### src/rtl/k005297_pkg.sv
// rtl/k005297_pkg.sv - command encodings, status bit map and state codes for the k005297 command register
`timescale 1ns/1ps
package k005297_pkg;

    // Command byte, bits [1:0]
    localparam logic [1:0] CMD_ABORT   = 2'b00;
    localparam logic [1:0] CMD_READ    = 2'b01;
    localparam logic [1:0] CMD_WRITE   = 2'b10;
    localparam logic [1:0] CMD_ILLEGAL = 2'b11;
    localparam int         CMD_IRQ_EN_BIT = 7;

    // Status byte bit positions
    localparam int STAT_BUSY     = 0;
    localparam int STAT_RDREQ    = 1;
    localparam int STAT_WRREQ    = 2;
    localparam int STAT_DONE     = 3;
    localparam int STAT_OVERRUN  = 4;
    localparam int STAT_ERROR    = 5;
    localparam int STAT_SYS_ERR  = 6;
    localparam int STAT_IRQ_PEND = 7;

    // Command register states
    typedef logic [2:0] cmdreg_state_t;
    localparam cmdreg_state_t ST_IDLE = 3'd0;
    localparam cmdreg_state_t ST_ARM  = 3'd1;
    localparam cmdreg_state_t ST_PEND = 3'd2;
    localparam cmdreg_state_t ST_ACPT = 3'd3;
    localparam cmdreg_state_t ST_ERR  = 3'd4;

    // Sticky status flags that clear when the CPU finishes a read
    typedef struct packed {
        logic error;
        logic overrun;
        logic done;
    } cmdreg_flags_t;

    function automatic logic is_page_cmd(input logic [1:0] code);
        return (code == CMD_READ) || (code == CMD_WRITE);
    endfunction

endpackage

### src/rtl/k005297_cmdreg_sync.sv
// rtl/k005297_cmdreg_sync.sv - multi-stage synchronizer for an active-low CPU strobe with edge pulses
`timescale 1ns/1ps
module k005297_cmdreg_sync #(
    parameter int STAGES = 2
) (
    input  logic i_MCLK,
    input  logic i_RST_n,
    input  logic i_strobe_n,
    output logic o_level_n,
    output logic o_rise,
    output logic o_fall
);

    logic [STAGES-1:0] sync_q;
    logic              prev_q;

    // Shift the raw strobe through the synchronizer; keep one extra flop for edge detection
    always_ff @(posedge i_MCLK or negedge i_RST_n) begin
        if (!i_RST_n) begin
            sync_q <= '1;
            prev_q <= 1'b1;
        end else begin
            sync_q <= {sync_q[STAGES-2:0], i_strobe_n};
            prev_q <= sync_q[STAGES-1];
        end
    end

    assign o_level_n = sync_q[STAGES-1];
    assign o_rise    = sync_q[STAGES-1] & ~prev_q;
    assign o_fall    = ~sync_q[STAGES-1] & prev_q;

endmodule

### src/rtl/k005297_cmdreg.sv
// rtl/k005297_cmdreg.sv - CPU command/status register feeding the bubble FSM; IRQ output under K005297_CMDREG_IRQ_EN
`timescale 1ns/1ps
module k005297_cmdreg
    import k005297_pkg::*;
#(
    parameter int DBUS_W      = 8,
    parameter int SYNC_STAGES = 2
) (
    input  logic              i_MCLK,
    input  logic              i_RST_n,
    input  logic              i_CLK2M_PCEN_n,
    input  logic [19:0]       i_ROT20_n,
    input  logic              i_CS_n,
    input  logic              i_WR_n,
    input  logic              i_RD_n,
    input  logic              i_AB,
    input  logic [DBUS_W-1:0] i_DB,
    output logic [DBUS_W-1:0] o_DB,
    output logic              o_DB_OE,
    output logic              o_CMDREG_RDREQ,
    output logic              o_CMDREG_WRREQ,
    input  logic              i_CMDREG_RST_n,
    input  logic              i_FSMERR_RESTART_n,
    input  logic              i_CMD_ACCEPTED_n,
    input  logic              i_SYS_ERR_FLAG,
    output logic              o_BUSY,
    output logic              o_IRQ_n
);

    logic wr_level_n, wr_rise, wr_fall;
    logic rd_level_n, rd_rise, rd_fall;

    k005297_cmdreg_sync #(.STAGES(SYNC_STAGES)) u_wr_sync (
        .i_MCLK     (i_MCLK),
        .i_RST_n    (i_RST_n),
        .i_strobe_n (i_CS_n | i_WR_n),
        .o_level_n  (wr_level_n),
        .o_rise     (wr_rise),
        .o_fall     (wr_fall)
    );

    k005297_cmdreg_sync #(.STAGES(SYNC_STAGES)) u_rd_sync (
        .i_MCLK     (i_MCLK),
        .i_RST_n    (i_RST_n),
        .i_strobe_n (i_CS_n | i_RD_n),
        .o_level_n  (rd_level_n),
        .o_rise     (rd_rise),
        .o_fall     (rd_fall)
    );

    // Only the PLA sample slot of the phase ring matters here
    logic unused_rot;
    assign unused_rot = ^{i_ROT20_n[19:10], i_ROT20_n[8:0]};

    logic [DBUS_W-1:0] wr_data_q;
    logic [DBUS_W-1:0] cmd_q;
    logic              wr_ab_q;
    logic              rd_ab_q;
    cmdreg_state_t     state_q, state_d;
    logic              kind_rd_q, kind_rd_d;
    logic              rdreq_q, rdreq_d;
    logic              wrreq_q, wrreq_d;
    cmdreg_flags_t     flags_q, flags_set;
    logic [DBUS_W-1:0] db_q;
    logic              oe_q;
    logic              irq_pend;
    logic [DBUS_W-1:0] status_w;

    // Register select is taken at the start of an access; data follows the bus until the strobe ends
    always_ff @(posedge i_MCLK or negedge i_RST_n) begin
        if (!i_RST_n) begin
            wr_data_q <= '0;
            wr_ab_q   <= 1'b0;
            rd_ab_q   <= 1'b0;
        end else begin
            if (!wr_level_n) wr_data_q <= i_DB;
            if (wr_fall)     wr_ab_q   <= i_AB;
            if (rd_fall)     rd_ab_q   <= i_AB;
        end
    end

    logic [1:0] cmd_code;
    logic       commit, cmd_rw, cmd_abort, cmd_ill;
    logic       fsm_en, ev_err, ev_acc, ev_done, pla_free, status_rd;

    assign commit    = wr_rise & wr_ab_q;
    assign cmd_code  = wr_data_q[1:0];
    assign cmd_rw    = commit & is_page_cmd(cmd_code);
    assign cmd_abort = commit & (cmd_code == CMD_ABORT);
    assign cmd_ill   = commit & (cmd_code == CMD_ILLEGAL);

    assign fsm_en    = ~i_CLK2M_PCEN_n;
    assign ev_err    = fsm_en & ~i_FSMERR_RESTART_n;
    assign ev_acc    = fsm_en & ~i_CMD_ACCEPTED_n;
    assign ev_done   = fsm_en & ~i_CMDREG_RST_n;
    assign pla_free  = fsm_en & i_ROT20_n[9];
    assign status_rd = rd_rise & ~rd_ab_q;

    // Next-state: FSM error restart dominates; CPU commits act at once, FSM strobes only on the 2MHz enable
    always_comb begin
        state_d           = state_q;
        kind_rd_d         = kind_rd_q;
        rdreq_d           = rdreq_q;
        wrreq_d           = wrreq_q;
        flags_set         = '0;
        flags_set.overrun = cmd_ill | (cmd_rw & (state_q != ST_IDLE));
        if (ev_err) begin
            state_d         = ST_ERR;
            rdreq_d         = 1'b0;
            wrreq_d         = 1'b0;
            flags_set.error = 1'b1;
        end else begin
            case (state_q)
                ST_IDLE: begin
                    if (cmd_rw) begin
                        state_d   = ST_ARM;
                        kind_rd_d = (cmd_code == CMD_READ);
                    end
                end
                ST_ARM: begin
                    if (cmd_abort) begin
                        state_d = ST_IDLE;
                    end else if (pla_free) begin
                        state_d = ST_PEND;
                        rdreq_d = kind_rd_q;
                        wrreq_d = ~kind_rd_q;
                    end
                end
                ST_PEND: begin
                    if (cmd_abort) begin
                        state_d = ST_IDLE;
                        rdreq_d = 1'b0;
                        wrreq_d = 1'b0;
                    end else if (ev_acc) begin
                        state_d = ST_ACPT;
                    end
                end
                ST_ACPT: begin
                    if (ev_done) begin
                        state_d        = ST_IDLE;
                        rdreq_d        = 1'b0;
                        wrreq_d        = 1'b0;
                        flags_set.done = 1'b1;
                    end
                end
                ST_ERR: begin
                    if (cmd_abort || status_rd) state_d = ST_IDLE;
                end
                default: begin
                    state_d = ST_IDLE;
                    rdreq_d = 1'b0;
                    wrreq_d = 1'b0;
                end
            endcase
        end
    end

    // State, request outputs and the last command byte
    always_ff @(posedge i_MCLK or negedge i_RST_n) begin
        if (!i_RST_n) begin
            state_q   <= ST_IDLE;
            kind_rd_q <= 1'b0;
            rdreq_q   <= 1'b0;
            wrreq_q   <= 1'b0;
            cmd_q     <= '0;
        end else begin
            state_q   <= state_d;
            kind_rd_q <= kind_rd_d;
            rdreq_q   <= rdreq_d;
            wrreq_q   <= wrreq_d;
            if (commit) cmd_q <= wr_data_q;
        end
    end

    // Sticky flags: a new event in the same cycle as the read-end clear keeps the flag set
    always_ff @(posedge i_MCLK or negedge i_RST_n) begin
        if (!i_RST_n) begin
            flags_q <= '0;
        end else begin
            flags_q.done    <= flags_set.done    | (flags_q.done    & ~rd_rise);
            flags_q.overrun <= flags_set.overrun | (flags_q.overrun & ~rd_rise);
            flags_q.error   <= flags_set.error   | (flags_q.error   & ~rd_rise);
        end
    end

`ifdef K005297_CMDREG_IRQ_EN
    logic irq_n_q;

    assign irq_pend = (flags_q.done | flags_q.error) & cmd_q[CMD_IRQ_EN_BIT];

    // Registered interrupt line
    always_ff @(posedge i_MCLK or negedge i_RST_n) begin
        if (!i_RST_n) irq_n_q <= 1'b1;
        else          irq_n_q <= ~irq_pend;
    end

    assign o_IRQ_n = irq_n_q;
`else
    assign irq_pend = 1'b0;
    assign o_IRQ_n  = 1'b1;
`endif

    always_comb begin
        status_w                = '0;
        status_w[STAT_BUSY]     = (state_q != ST_IDLE);
        status_w[STAT_RDREQ]    = rdreq_q;
        status_w[STAT_WRREQ]    = wrreq_q;
        status_w[STAT_DONE]     = flags_q.done;
        status_w[STAT_OVERRUN]  = flags_q.overrun;
        status_w[STAT_ERROR]    = flags_q.error;
        status_w[STAT_SYS_ERR]  = i_SYS_ERR_FLAG;
        status_w[STAT_IRQ_PEND] = irq_pend;
    end

    // Read port: drive while the synchronized read strobe is low, idle at zero otherwise
    always_ff @(posedge i_MCLK or negedge i_RST_n) begin
        if (!i_RST_n) begin
            db_q <= '0;
            oe_q <= 1'b0;
        end else if (!rd_level_n) begin
            db_q <= i_AB ? cmd_q : status_w;
            oe_q <= 1'b1;
        end else begin
            db_q <= '0;
            oe_q <= 1'b0;
        end
    end

    assign o_DB           = db_q;
    assign o_DB_OE        = oe_q;
    assign o_CMDREG_RDREQ = rdreq_q;
    assign o_CMDREG_WRREQ = wrreq_q;
    assign o_BUSY         = (state_q != ST_IDLE);

endmodule
### config.mk
export PLATFORM = sky130hd
export DESIGN_NAME = k005297_cmdreg
export DESIGN_NICKNAME = d
export VERILOG_FILES = /design/src/rtl/k005297_pkg.sv /design/src/rtl/k005297_cmdreg_sync.sv /design/src/rtl/k005297_cmdreg.sv
export SDC_FILE = /design/constraint.sdc
export NUM_CORES = 1
export LEC_CHECK = 0
export CAP_MARGIN = 20
export CORE_MARGIN = 2
export CORE_UTILIZATION = 45
export DETAILED_ROUTE_END_ITERATION = 10
export PLACE_DENSITY = 0.83
export SLEW_MARGIN = 15
export SYNTH_ARGS = -nofsm -noshare
export SYNTH_HDL_FRONTEND = slang
export SYNTH_HIERARCHICAL = 1
export SYNTH_SLANG_ARGS = --single-unit
### constraint.sdc
create_clock -name i_MCLK -period 5.4 [get_ports i_MCLK]
set_clock_uncertainty 0.1 [all_clocks]
set_input_delay 0.54 -clock i_MCLK [delete_from_list [all_inputs] [get_ports i_MCLK]]
set_output_delay 0.54 -clock i_MCLK [all_outputs]
set_load 0.02 [all_outputs]
Word level (Yosys, flattened, before mapping)
Cells that the tools add are included.
{ "totals": {"rom_bits": 0, "word_cells": 103, "latch_bits": 0, "input_bits": 39, "output_inout_bits": 13, "n_memories": 0, "ram_bits": 0, "register_bits": 42} }
{ "classes": {"shifts": 0, "n_bitwise": 35, "mul": 0, "muxes": 26, "eq_ne": 16, "order_cmp": 0, "n_div": 0, "n_addsub": 0, "n_reduce_logical": 9} }
{ "ops": {"columns": ["op", "count"], "rows": [
  ["two-way mux 3 bit", 8],
  ["inequality test 3 bit (second input constant)", 6],
  ["bitwise AND 1 bit", 17],
  ["two-way mux 8 bit", 2],
  ["case mux 3 bit (5 select lines)", 1],
  ["two-way mux 1 bit", 13],
  ["inverter 1 bit", 12],
  ["AND reduction 5 bit", 2],
  ["inequality test 4 bit (second input constant)", 2],
  ["case mux 1 bit (4 select lines)", 2],
  ["== test 3 x 2 -> 1 bit (second input constant)", 2],
  ["bitwise OR 1 bit", 6],
  ["== test 2 bit (second input constant)", 2],
  ["== test 3 x 1 -> 1 bit (second input constant)", 1],
  ["== test 3 bit (second input constant)", 1],
  ["logical NOT 3 bit", 1],
  ["AND reduction 3 bit", 1],
  ["nonzero test 3 bit", 1],
  ["== test 2 x 1 -> 1 bit (second input constant)", 1],
  ["logical NOT 2 bit", 1],
  ["logical OR 1 bit", 2],
  ["inequality test 2 x 1 -> 1 bit (second input constant)", 1],
  ["OR reduction 2 bit", 1]
]} }

Logic depth before layout (Yosys ltp)
Gate-level depths: netlist of the first run.
{ "logic_depth": {"ltp_word": 8, "depth_mapped": 8, "mapped_depth_nobuf": 7} }

Hierarchy
Netlist of the first run, hierarchy kept.
{ "by_module_without_submodules": {"columns": ["module", "area_each_um2", "cells_each", "n_inst", "seq_area_each_um2"], "rows": [
  ["k005297_cmdreg", 1694.1, 147, 1, 900.9],
  ["k005297_cmdreg_sync", 93.8, 5, 2, 78.8]
]} }

Worst setup path before layout of the first run
Ideal clock, no wire load.
{ "synth_timing": {"kind": "reg2reg", "start": "reg u_wr_sync.sync_q[1]", "end": "reg rdreq_q (netlist: o_CMDREG_RDREQ)", "path_slack_ps": 3405, "setup_time_ps": 128, "path_stages_with_launch": 8, "path_buffers": 1, "synth_period_minus_slack_ps": 1995, "t_arrival_ps": 1768, "t_required_ps": 5172, "cell_sequence": "dfstp_2 > nor2b_1 > and3_1 > clkbuf_1 > nor4_1 > o21a_1 > a21oi_1 > mux2_1"} }
{ "synth_via": {"elab_chain_cells": 5, "elab_cells_between_ends": 6, "cone_classes": "eq/ne (2); bitwise (3); reduce/logical (1)"} }
{ "synth_lines": {"columns": ["element", "line", "text"], "rows": [
  ["from (decl)", "k005297_cmdreg_sync.sv:14", "logic [STAGES-1:0] sync_q;"],
  ["from (signal assigned)", "k005297_cmdreg_sync.sv:23", "sync_q <= {sync_q[STAGES-2:0], i_strobe_n};"],
  ["bitwise AND 1 bit *", "k005297_cmdreg_sync.sv:29", "assign o_rise = sync_q[STAGES-1] & ~prev_q;"],
  ["net wr_rise", "k005297_cmdreg.sv:30", "logic wr_level_n, wr_rise, wr_fall;"],
  ["bitwise AND 1 bit *", "k005297_cmdreg.sv:86", "assign commit = wr_rise & wr_ab_q;"],
  ["bitwise AND 1 bit *", "k005297_cmdreg.sv:89", "assign cmd_abort = commit & (cmd_code == CMD_ABORT);"],
  ["inequality test 3 bit (no source line)", null, null],
  ["AND reduction 5 bit (no source line) *", null, null],
  ["to (signal assigned)", "k005297_cmdreg.sv:169", "rdreq_q <= rdreq_d;"],
  ["to (decl)", "k005297_cmdreg.sv:61", "logic rdreq_q, rdreq_d;"]
]} }
Mark *: on every way through the listed nets, which the timed path passes. The rest lies on a longest branch.
A chain may end at the register's enable or synchronous reset.

Worst setup path after layout of the first run
{ "layout_timing": {"start": "reg state_q[1]", "end": "out o_BUSY"} }
{ "layout_via": {"elab_chain_cells": 1} }
{ "layout_lines": {"columns": ["element", "line", "text"], "rows": [
  ["from (decl)", "k005297_cmdreg.sv:59", "cmdreg_state_t state_q, state_d;"],
  ["from (signal assigned)", "k005297_cmdreg.sv:167", "state_q <= state_d;"],
  ["nonzero test 3 bit", "k005297_cmdreg.sv:233", "assign o_BUSY = (state_q != ST_IDLE);"],
  ["to (decl)", "k005297_cmdreg.sv:26", "output logic o_BUSY,"]
]} }
Every way passes these cells.

==> results.json, run 1 <==
{
  "status": "complete, no violations",
  "wl_per_cell_um": 14.48,
  "async_flop_share_pct": 100.0,
  "dr.pass1.iters": 4,
  "place_ws_ns": 2.994,
  "crit_path_end_kind": "output port",
  "clk_pin_slew_worst_paths_ns": 0.08,
  "setup_viol": 0,
  "post-synth-top-area-cell": "dfrtp_1",
  "syn_avg_cell_area_sq_um": 11.99,
  "drc": 0,
  "root_buffer": "clkbuf_8",
  "drive_gt1_share_pct": 20.43,
  "grt_use_met2_pct": 26.56,
  "worstMarginPinSlew_ns": 0.8851,
  "synth_area_leaders": "dfrtp_1 48%, mux2_2 9.6%, dfstp_2 8.4%",
  "clock_path_buffers": 2,
  "period_needed_ns": 2.584,
  "ctsResizeCount": 0,
  "power.density_nw_per_um2": 393.5,
  "crit_chain": "or3_1 > clkdlybuf4s50_1",
  "viasPerCell": 5.229,
  "row_count": 23,
  "synth_top_area_share_pct": 47.87,
  "core_area_sq_um": 4000,
  "use_met1_pct": 19.58,
  "critPathSlowestCell": "clkdlybuf4s50_1",
  "finalMaxSlewViolations": 0,
  "grt_busiest_layer": "met2",
  "synth_compound_area_share_pct": 8.976,
  "synth_edf_count": 0,
  "die-area_sq_um": 4715,
  "synthesis.instances": 157,
  "start_util_pct": 47.04,
  "ir_drop_v": 0.0001743,
  "cts_made_buffers": 5,
  "yosys.area_share.adder_pct": 1.995,
  "die_h_um": 68.67,
  "path_class": "reg2out",
  "gp_congestion": 0.8124,
  "hold_buffers": 0,
  "fin_crit_sh_pct": 47.85,
  "regArea_sq_um": 1059,
  "drtIter0Drc": 66,
  "hold_viol_final": 0,
  "hp-class": "in2async",
  "synth-simple-area-share_pct": 13.23,
  "grt_usage_pct": 16.47,
  "p_leak_nw": 1.020,
  "cts_tree": "yes",
  "synth_area_sq_um": 1882,
  "num_antenna_cells": 0,
  "cts_sinks": 42,
  "grt_pass1_vias": 1198,
  "ys.warnings.count": 6,
  "num_io_pins": 52,
  "worstPathMaxFanout": 9,
  "postLayoutCoreUtil_pct": 57.46,
  "routed-via-count": 1234,
  "clkLatencyLatePin_ns": 0.30,
  "cp.arrival_ns": 1.94,
  "io_buffers": 31,
  "grt_max_degree": 43,
  "totalWireLength_mm": 3.417,
  "die_x_um": 68.67,
  "yosysSeqAreaShare_pct": 56.25,
  "grt_setup_unrepaired": "no",
  "grt_use_met3_pct": 4.870,
  "area_growth_pct": 22.14,
  "h-tree-depth": 2,
  "dp_hpwl_mm": 2.381,
  "max_cap_violations": 0,
  "synth_mux_area_share_pct": 15.09,
  "fmax_mhz": 387.0,
  "fin_ws_ns": 2.816,
  "antenna_found_initial": 0,
  "drtAntennaViolNets": 0,
  "fin_setup_tns_ns": 0,
  "synthDistinctLibCells": 39,
  "multi_input_area_sq_um": 743.2,
  "postCtsSetupRepairBufs": 0,
  "startpoint_type": "flop",
  "ff2ff_setup_slack_ns": 3.16,
  "synthFlopType": "dfrtp_1",
  "synth_top_family_by_area": "multiplexers",
  "syn_nets": 199,
  "nFillCells": 353,
  "critical_path.max_stage_delay_ns": 0.60,
  "max-slew-margin-rel_pct": 41.00,
  "synth_seq_cells": 42,
  "synth-xor-area-share_pct": 0,
  "grt-ovfl-total": 0,
  "nets": 227,
  "critPathRequiredTime_ns": 4.76,
  "grt_first_pass_wirelength_mm": 5.499
}
## critical path, delay by kind of cell (launching register included)
kind / cells / cell delay [ns]
buf+inv: 1 / 0.60
flops: 1 / 0.49
simple gates: 1 / 0.56
## synth_stat cells, types with 2 or more instances
cell type	count
nor2b_1	4
mux2i_1	7
clkbuf_1	5
nor2_1	13
ha_1	3
inv_1	5
o21ai_1	2
and3_1	3
mux2_1	3
a21oi_1	8
a21o_1	2
a32o_1	2
dfstp_2	6
buf_4	2
mux2_2	16
or2_2	3
dfrtp_1	36
nor2_4	2
o211ai_1	2
o21ai_0	5
or3_1	3
buf_6	2
nand2_1	5
and2b_2	2
nor3_1	2
## cell families after synthesis
family	count (synthesis)
and+or+nand+nor	44
DFF	42
AOI/OAI and AO/OA	26
muxes	26
buffers and inverters	15
adders and majority gates	3
other	1
## path summary, 6_finish.rpt
path | start | endpoint | cells after the start
setup reg to reg | u_wr_sync/sync_q[1]$_DFF_PN1_ | o_CMDREG_WRREQ$_DFFE_PN0P_ | 6
setup / recovery | state_q[1]$_DFFE_PN0P_ | o_BUSY | 2
min in group i_MCLK | u_wr_sync/sync_q[0]$_DFF_PN1_ | u_wr_sync/sync_q[1]$_DFF_PN1_ | 0
hold / removal | i_RST_n | wr_data_q[5]$_DFFE_PN0N_ | 1
hold reg to reg | u_wr_sync/sync_q[0]$_DFF_PN1_ | u_wr_sync/sync_q[1]$_DFF_PN1_ | 0
max in group asynchronous | i_RST_n | state_q[0]$_DFFE_PN0P_ | 1
## sequential cells by signal, summed over array words and instances, names as in the netlist
register	count
o_CMDREG_WRREQ	1
kind_rd_q	1
u_rd_sync/prev_q	1
cmd_q	8
state_q	3
flags_q	3
rd_ab_q	1
wr_ab_q	1
u_wr_sync/sync_q	2
o_CMDREG_RDREQ	1
u_wr_sync/prev_q	1
o_DB_OE	1
wr_data_q	8
u_rd_sync/sync_q	2
o_DB	8
## area by class of cell
cell class / count / share of cell area, %
clock inverters: 2 / 1.633
repair buffers: 31 / 13.28
well taps: 50 / 2.722
multi-input cells: 100 / 32.34
inverters: 5 / 0.8166
clock buffers: 6 / 3.157
flip-flops and latches: 42 / 46.05
## stage by stage
stage	total power [mW]	hold slack (ns)	instances	cell area [sq um]
2_1_floorplan	0.5969	0.1444	157	1882
3_3_place_gp	0.6535	0.2460	228	2188
3_5_place_dp	0.6649	0.2473	228	2188
4_1_cts	0.9132	0.2576	236	2298
5_1_grt	0.9535	0.2623	236	2298
6_report	0.9045	0.2570	236	2298
## placed cells by master (no fill, tap or decap), drive strengths merged, types with 5 or more instances in the layout
cell           count
nand2              5
mux2              19
nor2              15
inv                5
mux2i              7
clkbuf             6
dfstp              6
nor2b              5
a21oi              8
o21ai              7
dfrtp             36
clkdlybuf4s50     30
## metal layers
metal	share of wire (%)	wire (um)
met1	42	1451
met4	2.4	83
met2	51	1749
met3	3.9	132
met5	0	0
## where the power goes
group          leakage (nW)  switching, mW  internal, mW  total (mW)
Clock                0.0514          0.107         0.138       0.244
Sequential            0.516         0.0511         0.377       0.428
Combinational         0.452          0.110         0.122       0.232
Total                  1.02          0.268         0.637       0.904
Note: power is estimated with default switching activity, not from simulation.
==> run 2, diff against run 1 <==
CORE_UTILIZATION = 43   (was 45)
clock period = 2.2 ns   (was 5.4 ns; I/O delays follow)
==> run 2 against run 1 <==
Net effect: sequential power is 140% higher; die area is 4.4% higher; first-iteration DRC count increased by 42%; sequential share of layout area fell by 1.4 points; utilization fell by 2.3 points; via count is 5.2% higher; combinational power rose to 2.7 times the previous value; largest power group unchanged; hold slack better by 0.0038 ns.
==> results.json, run 2 (synthesis gave the netlist of run 1 again) <==
{
  "gp_congestion": 0.8773,
  "grt_usage_pct": 14.98,
  "cp-endpoint": "o_BUSY",
  "critPathRequiredTime_ns": 1.88,
  "cp-startpoint": "state_q[0]$_DFFE_PN0P_",
  "h-tree-depth": 2,
  "antenna_found_initial": 0,
  "ff2ff_setup_slack_ns": 0.16,
  "stdcell_count": 245,
  "grt_pass1_vias": 1240,
  "num_antenna_cells": 0,
  "reg2reg_from": "wr_data_q[0]$_DFFE_PN0N_",
  "die-area_sq_um": 4922,
  "place_ws_ns": 0.1425,
  "status": "complete, no violations",
  "ir_drop_v": 0.0004511,
  "row_count": 24,
  "io_buffers": 31,
  "dp.cells": 236,
  "totalWireLength_mm": 3.434,
  "clkLatencyLatePin_ns": 0.29,
  "fmax_mhz": 469.9,
  "routed-via-count": 1298,
  "finalMaxSlewViolations": 0,
  "area_growth_pct": 25.86,
  "drtAntennaViolNets": 0,
  "critPathSlowestCell": "clkdlybuf4s50_1",
  "crit_chain": "or3_4 > clkdlybuf4s50_1",
  "root_buffer": "clkbuf_8",
  "r2r_end": "o_CMDREG_WRREQ$_DFFE_PN0P_",
  "num_io_pins": 52,
  "hold_viol_final": 0,
  "grt-ovfl-total": 0,
  "grt_setup_unrepaired": "no",
  "die_x_um": 70.16,
  "drive_gt1_share_pct": 23.83,
  "startpoint_type": "flop",
  "worstMarginPinSlew_ns": 0.5638,
  "drtIter0Drc": 94,
  "crit_path_end_kind": "output port",
  "nFillCells": 362,
  "max-slew-margin-rel_pct": 62.30,
  "dr.pass1.iters": 4,
  "mostFrequentLayoutCells": "36 x dfrtp_1, 30 x clkdlybuf4s50_1, 16 x mux2_2",
  "core_area_sq_um": 4294,
  "path_class": "reg2out",
  "critical_path.max_stage_delay_ns": 0.56,
  "grt_max_degree": 19,
  "mostFrequentLayoutCell": "dfrtp_1",
  "postCtsSetupRepairBufs": 0,
  "viasPerCell": 5.298,
  "ff2ff_path_depth": 7,
  "worstPathMaxFanout": 10,
  "clk_pin_slew_worst_paths_ns": 0.08,
  "wl_per_cell_um": 14.02,
  "dp_hpwl_mm": 2.526,
  "fin_ws_ns": 0.07169,
  "grt_first_pass_wirelength_mm": 5.699,
  "fin_crit_sh_pct": 96.74,
  "period_needed_ns": 2.128,
  "setup_viol": 0,
  "power.density_nw_per_um2": 959.6,
  "clock_path_buffers": 2,
  "whs_ns": 0.2608,
  "max_cap_violations": 0,
  "cts_sinks": 42,
  "nets": 234,
  "drc": 0,
  "worst-path-stages": 2,
  "cts_made_buffers": 5,
  "hp-class": "reg2reg",
  "start_util_pct": 43.82,
  "die_h_um": 70.16,
  "p_leak_nw": 1.061,
  "cpLargestDelayFamily": "buffers and inverters",
  "cp.arrival_ns": 1.81,
  "crit_buf_inv": 1,
  "fin_setup_tns_ns": 0,
  "cts_tree": "yes"
}
run 2: cell count changes in the layout (fill, tap and decap cells not counted), sizes merged:
cell	before	now
clkbuf	6	7
dlygate4sd3	0	1
clkinvlp	1	0
buf	1	7
run 2: timing repair:
| action | 4_1_cts | 5_1_grt |
|---|---|---|
| gates resized for setup | 1 | 1 |
| setup endpoints to repair | 1 | 1 |
| hold buffers | 1 | 0 |
| endpoints found under the hold margin | 15 | 0 |
run 2: worst register-to-register path: stages (launching register included):
cell and delay [ns]:
dfrtp_1 0.40, inv_1 0.07, ha_1 0.22, and3_2 0.27, nor3b_1 0.18, o21ai_0 0.09
a21oi_1 0.23, mux2_1 0.36
run 2: worst min-delay path by stage:
stage                                  startpoint                            end  slack, ns  depth (start not counted)
floorplan                                 i_RST_n           cmd_q[0]$_DFFE_PN0P_      -0.18                          0
global placement                          i_RST_n         state_q[1]$_DFFE_PN0P_       0.06                          1
detailed placement                        i_RST_n         state_q[2]$_DFFE_PN0P_       0.07                          1
CTS                 u_wr_sync/sync_q[0]$_DFF_PN1_  u_wr_sync/sync_q[1]$_DFF_PN1_       0.26                          0
global route        u_rd_sync/sync_q[0]$_DFF_PN1_  u_rd_sync/sync_q[1]$_DFF_PN1_       0.27                          0
finish              u_rd_sync/sync_q[0]$_DFF_PN1_  u_rd_sync/sync_q[1]$_DFF_PN1_       0.26                          0
run 2: cell type report:
type | instances | area, sq um | share of cell area [%]
clock buffer | 7 | 86.33 | 3.645
clock inverter | 1 | 30.03 | 1.268
inverter | 5 | 18.77 | 0.7924
multi-input combinational | 100 | 749.5 | 31.64
sequential | 42 | 1059 | 44.69
tap | 52 | 65.06 | 2.747
timing repair buffer | 38 | 360.3 | 15.21
run 2: layer usage:
metal	vias up	track usage (%)	part of all wire, %
met4	0	5.128	1.7
met1	641	18.47	43
met3	6	5.051	4.5
met5	-	0	0
li1	612	-	-
met2	39	24.66	51
run 2: power by group:
| group | total [mW] | leakage (nW) | internal (mW) | switching, mW |
|---|---|---|---|---|
| combinational | 0.634 | 0.486 | 0.334 | 0.301 |
| clock | 0.621 | 0.0585 | 0.370 | 0.251 |
| sequential | 1.02 | 0.516 | 0.925 | 0.0926 |
run 2: metrics by stage:
| stage | total power [mW] | area (sq um) | utilization (%) |
|---|---|---|---|
| finish | 2.273 | 2369 | 55.16 |
| global placement | 1.629 | 2236 | 52.07 |
| global route | 2.391 | 2369 | 55.16 |
| floorplan | 1.465 | 1882 | - |
| CTS | 2.288 | 2367 | 55.13 |
| detailed placement | 1.657 | 2236 | 52.07 |
==> run 3, diff against run 2 <==
CORE_UTILIZATION = 45   (was 43)
clock period = 2 ns   (was 2.2 ns; I/O delays follow)
==> run 3 against run 2 <==
Net effect: via count increased by 1.8%; die area decreased by 4.2%; global-route usage increased by 2.7 points; critical path depth unchanged; cell count increased by 2.0%; worst setup slack improved by 0.020 ns; flip-flop and latch count unchanged; critical path type unchanged; critical endpoint unchanged.
==> results.json, run 3 (synthesis gave the netlist of run 1 again) <==
{
  "status": "complete, no violations",
  "cpLargestDelayFamily": "simple AND/OR/NAND/NOR gates",
  "core_area_sq_um": 4000,
  "routed-via-count": 1321,
  "grt_setup_unrepaired": "no",
  "critPathSlowestCell": "or3_1",
  "grt_pass1_vias": 1293,
  "cts_sinks": 42,
  "die-area_sq_um": 4715,
  "gp_congestion": 0.8814,
  "postCtsSetupRepairBufs": 0,
  "hp-class": "reg2reg",
  "worst-path-stages": 2,
  "startpoint_type": "flop",
  "cp.arrival_ns": 1.61,
  "ff2ff_path_depth": 7,
  "mostFrequentLayoutCells": "36 x dfrtp_1, 29 x clkdlybuf4s50_1, 16 x mux2_2",
  "nets": 241,
  "grt_usage_pct": 17.69,
  "critPathRequiredTime_ns": 1.70,
  "drtIter0Drc": 140,
  "fmax_mhz": 524.1,
  "finalPower_mw": 2.656,
  "power.density_nw_per_um2": 1083,
  "setup_viol": 0,
  "cts_tree": "yes",
  "ir_drop_v": 0.0006504,
  "row_count": 23,
  "drc": 0,
  "clkLatencyLatePin_ns": 0.29,
  "path_class": "reg2out",
  "die_x_um": 68.67,
  "max_cap_violations": 0,
  "io_buffers": 31,
  "p_leak_nw": 1.109,
  "hold_viol_final": 0,
  "die_h_um": 68.67,
  "crit_buf_inv": 1,
  "clock_path_buffers": 2,
  "dp_hpwl_mm": 2.507,
  "drtAntennaViolNets": 0,
  "stdcell_area_sq_um": 2452,
  "dr.pass1.iters": 4,
  "whs_path_depth": 0,
  "critical_path.max_stage_delay_ns": 0.48,
  "worstPathMaxFanout": 7,
  "drive_gt1_share_pct": 28.50,
  "fin_crit_sh_pct": 95.40,
  "grt_first_pass_wirelength_mm": 6.127,
  "worstMarginPinSlew_ns": 0.5600,
  "root_buffer": "clkbuf_8",
  "cts_made_buffers": 5,
  "period_needed_ns": 1.908,
  "dp.cells": 241,
  "crit_path_end_kind": "output port",
  "dpl-instance-area_sq_um": 2286,
  "viasPerCell": 5.284,
  "antenna_found_initial": 0,
  "num_antenna_cells": 0,
  "crit_chain": "or3_1 > dlygate4sd2_1",
  "grt-ovfl-total": 0,
  "num_io_pins": 52,
  "totalWireLength_mm": 3.505,
  "clk_pin_slew_worst_paths_ns": 0.08,
  "wl_per_cell_um": 14.02,
  "start_util_pct": 47.04,
  "stdcell_count": 250,
  "finalMaxSlewViolations": 0,
  "area_growth_pct": 30.32,
  "h-tree-depth": 2,
  "whs_ns": 0.2579,
  "grt_max_degree": 43,
  "max-slew-margin-rel_pct": 62.55,
  "mostFrequentLayoutCell": "dfrtp_1"
}
run 3: cell types whose count changed in the layout (fill, tap and decap cells not counted), sizes merged:
cell / before / now
clkdlybuf4s50: 30 / 29
dlygate4sd2: 0 / 1
buf: 7 / 14
clkbuf: 7 / 6
bufinv: 1 / 2
run 3: power breakdown:
group	total [mW]	internal, mW	switching (mW)
registers	1.12	1.02	0.102
logic	0.721	0.372	0.349
clock network	0.815	0.532	0.283
total	2.66	1.92	0.734
run 3: routing by layer:
layer	vias to the layer above	global-route usage (%)	wire length, um
li1	629	-	-
met1	643	23.26	1530
met2	42	29.33	1761
met3	7	4.221	163
met4	0	4.500	49
met5	-	0	0
run 3: final cells by class:
class	count	area, sq um
fillers	312	1548
flip-flops and latches	42	1059
multi-input cells	100	758.2
repair buffers	45	411.6
clock buffers	6	82.58
well taps	50	62.56
clock inverters	2	60.06
inverters	5	18.77
run 3: repair_timing:
item                                    CTS  global route
endpoints found under the setup margin    1             2
hold buffers                              1             0
gates resized for setup                   1             5
hold endpoints to repair                 36             0
pin swaps                                 0             1
run 3: stage by stage:
| step | util [%] | setup WS [ns] | setup TNS [ns] |
|---|---|---|---|
| floorplan | - | 0.004539 | 0 |
| global placement | 57.15 | -0.04267 | -0.08438 |
| detailed placement | 57.15 | -0.02447 | -0.04707 |
| CTS | 60.93 | 0.01979 | 0 |
| global route | 61.31 | 0.01297 | 0 |
| finish | 61.31 | 0.09203 | 0 |
run 3: path summary, 6_finish.rpt:
kind / from / to / slack, ns
setup / recovery: state_q[2]$_DFFE_PN0P_ / o_BUSY / 0.09
hold / removal: u_wr_sync/sync_q[0]$_DFF_PN1_ / u_wr_sync/sync_q[1]$_DFF_PN1_ / 0.26
setup reg to reg: wr_data_q[1]$_DFFE_PN0N_ / o_CMDREG_RDREQ$_DFFE_PN0P_ / 0.14
hold reg to reg: u_wr_sync/sync_q[0]$_DFF_PN1_ / u_wr_sync/sync_q[1]$_DFF_PN1_ / 0.26
max in group asynchronous: i_RST_n / u_rd_sync/prev_q$_DFF_PN1_ / 1.04
min in group asynchronous: i_RST_n / cmd_q[0]$_DFFE_PN0P_ / 0.39
